<file path="config.mk">
export PLATFORM = sky130hd
export DESIGN_NAME = imem_load_arbiter
export DESIGN_NICKNAME = d
export VERILOG_FILES = /design/src/rtl/imem_load_arbiter.sv
export SDC_FILE = /design/constraint.sdc
export NUM_CORES = 1
export LEC_CHECK = 0
export ABC_AREA = 1
export CELL_PAD_IN_SITES_DETAIL_PLACEMENT = 0
export CELL_PAD_IN_SITES_GLOBAL_PLACEMENT = 1
export CORE_MARGIN = 3
export CORE_UTILIZATION = 16
export DETAILED_ROUTE_END_ITERATION = 12
export GPL_ROUTABILITY_DRIVEN = 0
export PLACE_DENSITY_LB_ADDON = 0.1
export SYNTH_ARGS = -nofsm -noshare
export SYNTH_HDL_FRONTEND = slang
export SYNTH_SLANG_ARGS = --single-unit
export TNS_END_PERCENT = 10
</file>
<file path="constraint.sdc">
create_clock -name clk -period 1.3 [get_ports clk]
set_clock_uncertainty 0.05 [all_clocks]
set_input_delay 0.26 -clock clk [delete_from_list [all_inputs] [get_ports clk]]
set_output_delay 0.26 -clock clk [all_outputs]
set_load 0.05 [all_outputs]
</file>
<file path="src/rtl/imem_load_arbiter.sv">
// Single-port instruction RAM arbiter: streams a boot program into RAM, then
// serves CPU fetches with 1-cycle latency and zero for out-of-range PCs.
module imem_load_arbiter #(
  parameter int unsigned ADDR_WIDTH = 8,
  parameter int unsigned DATA_WIDTH = 32
) (
  input  logic                  clk,
  input  logic                  rst,
  input  logic                  boot_load,
  input  logic                  ld_valid,
  input  logic [DATA_WIDTH-1:0] ld_data,
  input  logic                  ld_last,
  output logic                  ld_ready,
  output logic                  load_done,
  output logic [ADDR_WIDTH:0]   load_count,
  output logic                  load_overflow,
  input  logic                  fetch_en,
  input  logic [DATA_WIDTH-1:0] pc_address,
  output logic [DATA_WIDTH-1:0] instruction,
  output logic                  instr_valid,
  output logic                  cpu_stall,
  output logic                  mem_en,
  output logic                  mem_we,
  output logic [ADDR_WIDTH-1:0] mem_addr,
  output logic [DATA_WIDTH-1:0] mem_wdata,
  input  logic [DATA_WIDTH-1:0] mem_rdata
);

  localparam int unsigned CNT_W = ADDR_WIDTH + 1;
  localparam logic [ADDR_WIDTH-1:0] PTR_MAX = '1;
  localparam logic [CNT_W-1:0] DEPTH = CNT_W'(1) << ADDR_WIDTH;

  typedef enum logic [1:0] {IDLE, LOAD, RUN} state_t;

  state_t                state;
  logic [ADDR_WIDTH-1:0] ptr;
  logic                  oor_q;
  logic                  beat;
  logic                  fetch;
  logic                  in_range;
  logic                  unused_pc_bits;

  // Byte offset within a word carries no information for word fetches.
  assign unused_pc_bits = ^pc_address[1:0];

  assign in_range  = (pc_address[DATA_WIDTH-1:ADDR_WIDTH+2] == '0);
  assign beat      = (state == LOAD) && ld_valid && !rst;
  assign fetch     = (state == RUN) && fetch_en && !boot_load && !rst;
  assign ld_ready  = (state == LOAD) && !rst;
  assign cpu_stall = rst || (state != RUN) || boot_load;
  assign instruction = (instr_valid && !oor_q) ? mem_rdata : '0;

  // RAM port mux: loader write beats in LOAD, in-range reads in RUN.
  always_comb begin
    mem_en    = 1'b0;
    mem_we    = 1'b0;
    mem_addr  = '0;
    mem_wdata = '0;
    if (beat) begin
      mem_en    = 1'b1;
      mem_we    = 1'b1;
      mem_addr  = ptr;
      mem_wdata = ld_data;
    end else if (fetch && in_range) begin
      mem_en   = 1'b1;
      mem_addr = pc_address[ADDR_WIDTH+1:2];
    end
  end

  always_ff @(posedge clk) begin
    if (rst) begin
      state         <= IDLE;
      ptr           <= '0;
      load_count    <= '0;
      load_overflow <= 1'b0;
      load_done     <= 1'b0;
      instr_valid   <= 1'b0;
      oor_q         <= 1'b0;
    end else begin
      load_done   <= 1'b0;
      instr_valid <= fetch;
      oor_q       <= fetch && !in_range;
      case (state)
        IDLE: begin
          if (boot_load) begin
            state         <= LOAD;
            ptr           <= '0;
            load_count    <= '0;
            load_overflow <= 1'b0;
          end else begin
            state <= RUN;
          end
        end
        LOAD: begin
          if (beat) begin
            ptr <= ptr + ADDR_WIDTH'(1);
            if (load_count != DEPTH) load_count <= load_count + CNT_W'(1);
            // Last word or final RAM slot both end the load.
            if (ld_last) begin
              state     <= RUN;
              load_done <= 1'b1;
            end else if (ptr == PTR_MAX) begin
              state         <= RUN;
              load_done     <= 1'b1;
              load_overflow <= 1'b1;
            end
          end
        end
        RUN: begin
          if (boot_load) begin
            state         <= LOAD;
            ptr           <= '0;
            load_count    <= '0;
            load_overflow <= 1'b0;
          end
        end
        default: state <= IDLE;
      endcase
    end
  end

endmodule

</file>
==> metrics.cfg <==
[run_status]
status=complete, but fails checks
violations=negative setup slack

[timing]
worst_hold_slack_ns=0.428
rsz0062_at_grt=true
setup_ws_ns=-0.520
hold_violations=0
period_minus_slack_ns=1.82
drv_slew=0
finalSetupTns_ns=-28.56
fmaxAchievable_ghz=0.549
worst_pin_slew_ns=0.346
period_share=1.40
finalSetupViolCount=97
relSlewSlack=0.768

[placed_design]
dp_cells=780
dp_slack_ns=-0.623
port_buffers=187
dpl.hpwl_um=7270

[worst_hold_path]
min_delay_worst_endpoint=ptr[7]
min-delay-start=ptr[7]
hold_class=reg2reg
hold_path_depth=2

[clocking]
h-tree-depth=1
clkSinkCount=23
clk_latency_ns=0.26
clk_path_buf_depth=2
cts-root-buf=clkbuf_16
path_clk_slew_ns=0.07
cts_tree=done
cts_buffers=3
cts_hold_buf=0

[critical_path]
r2r-start=state[1]
cpMostUsedCell=buf_12
crit_type=reg2out
worstPathRequired_ns=0.99
crit_fanout=7
r2r_cells=9
max_stage_delay_ns=0.31
start_kind=register
cp-end-kind=output pin
cpMaxStageDelayCell=dfxtp_1
crit_arrival_ns=1.51
path_cells=buf_4 -> inv_1 -> nand3_2 -> nor2_4 -> buf_12 -> nand2_1 -> nand2_4 -> buf_12
r2r_slack_ns=-0.20
reg2reg_to=ptr[4]

[final_layout]
area_growth_pct=200
antenna_cells=0
fin_nets=731
layout-drive-gt1-share=0.435
final_cells=793

[routing]
routedWlPerCell_um=11.3
firstDrtPassIters=4
drc=0
routed_wl_um=9000
vias=3107
drt_iter0_markers=74
viasPerCell=3.92
drtAntennaViolNets=0

[die]
initial_core_util=0.165
rows=40
fp.dieH_um=118
die_w_um=118
ios=190
core-area_um2=12100
design.die.area_um2=13900

[synth]
syn_area_per_cell_um2=5.24
synth_area_um2=2000
synth.distinct_cells=26
synthTopCellsByArea=dfxtp_1 (23%), nor2_1 (20%), inv_1 (17%)
synth_area_leader_cell=dfxtp_1
syn_inst=382
netlist.area_leader.share=0.230
ys_warn_count=0
syn-num-nets=487
synth-seq-area-share=0.230
synth-seq-cells=23

[pwr]
vdd_drop_max_mv=0.468
p_leak_nw=2.71
p_per_area_nw_per_um2=447

[global_routing]
antenna_found_initial=0
grt_pass1_wl_um=14700
grt_max_degree=33
grt_overflow=0
grtUsageTotal=0.124
first_global_vias=3132

[job]
maxCapViolCount=0

## stage by stage
stage,instance area (um2),total power [mW],utilization
floorplan,2080,1.21,-
global route,6010,2.81,0.496
CTS,5830,2.67,0.482
finish,6010,2.69,0.496
global placement,5420,1.90,0.448
detailed placement,5420,1.91,0.448
## kinds of logic (layout without fill, tap and decap cells)
family / after synthesis / in the layout / synth area share
AND/OR/NAND/NOR: 224 / 224 / 0.471
AO/OA/AOI/OAI: 26 / 26 / 0.0663
adder cells (fa/ha/maj): 3 / 3 / 0.0188
flip-flops: 23 / 23 / 0.230
buffers and inverters: 106 / 349 / 0.214
## where the power goes
group          leakage (nW)  switching, mW  internal [mW]  total (mW)
Sequential            0.189         0.0168          0.728       0.745
Clock                0.0409          0.278          0.414       0.692
Combinational          2.48          0.586          0.663        1.25
Total                  2.71          0.881           1.81        2.69
## registers in the layout (all words and copies together), names as in the netlist
name           cells
load_overflow      1
oor_q              1
ptr                8
instr_valid        1
load_count         9
state              2
load_done          1
## per-layer routing
layer,part of all wire,global-route usage
met1,0.42,0.145
met2,0.49,0.226
met3,0.090,0.0418
met4,0.0051,0.0154
met5,0,0
## synthesized netlist by cell type
cell	n
o21ai_0	5
nor2_2	2
nor2_1	105
dfxtp_1	23
inv_4	1
nand3_1	22
nand3_4	1
nor3b_1	1
nor2_4	1
clkbuf_1	8
buf_4	1
inv_2	2
nor3_1	5
and3_1	1
inv_1	90
buf_6	3
o21ai_1	2
o211ai_1	1
nand2_2	2
nand4_1	3
nand2_1	79
nor2_8	1
buf_2	1
nand3_2	1
ha_1	3
a21oi_1	18
## worst max path at each step
stage                        start     endpoint  slack, ns
detailed placement             rst  mem_addr[2]      -0.62
global route              state[1]  mem_addr[5]      -0.59
CTS                       state[0]  mem_addr[2]      -0.53
floorplan                 state[0]  mem_addr[2]      -0.84
global placement    pc_address[16]  mem_addr[5]      -0.62
finish                    state[1]  mem_addr[5]      -0.52
## cells in the final DEF, fill, tap and decap left out, types with 11 or more instances in the layout
| cell | Yosys | final |
|---|---|---|
| inv_1 | 90 | 89 |
| nand2_1 | 79 | 61 |
| clkdlybuf4s50_1 | 0 | 74 |
| dfxtp_1 | 23 | 18 |
| buf_4 | 1 | 48 |
| nand2_4 | 0 | 11 |
| buf_12 | 0 | 92 |
| buf_6 | 3 | 11 |
| nand3_1 | 22 | 13 |
| dlygate4sd2_1 | 0 | 25 |
| nor2_1 | 105 | 37 |
| nor2_4 | 1 | 18 |
| nor2_2 | 2 | 53 |
| a21oi_1 | 18 | 17 |
## final cells by class
class                      count  area (um2)
fill                        1206        6100
timing repair buffer         252        3330
multi-input combinational    253        1560
sequential                    23         469
inverter                      93         359
tap                          168         210
clock buffer                   3        75.1
clock inverter                 1        5.00
## what timing repair did
action	4_1_cts	5_1_grt
setup buffers	4	2
setup endpoints to repair	101	101
resized for setup	134	31
pin swaps	28	5
cloned	2	1
## worst max-delay path: cells and delay by family, from the launching register on
| family | cells | cell delay, ns |
|---|---|---|
| buffers and inverters | 4 | 0.50 |
| flip-flops | 1 | 0.31 |
| AND/OR/NAND/NOR | 4 | 0.44 |
No activity file was read; power rests on OpenSTA's default activity.
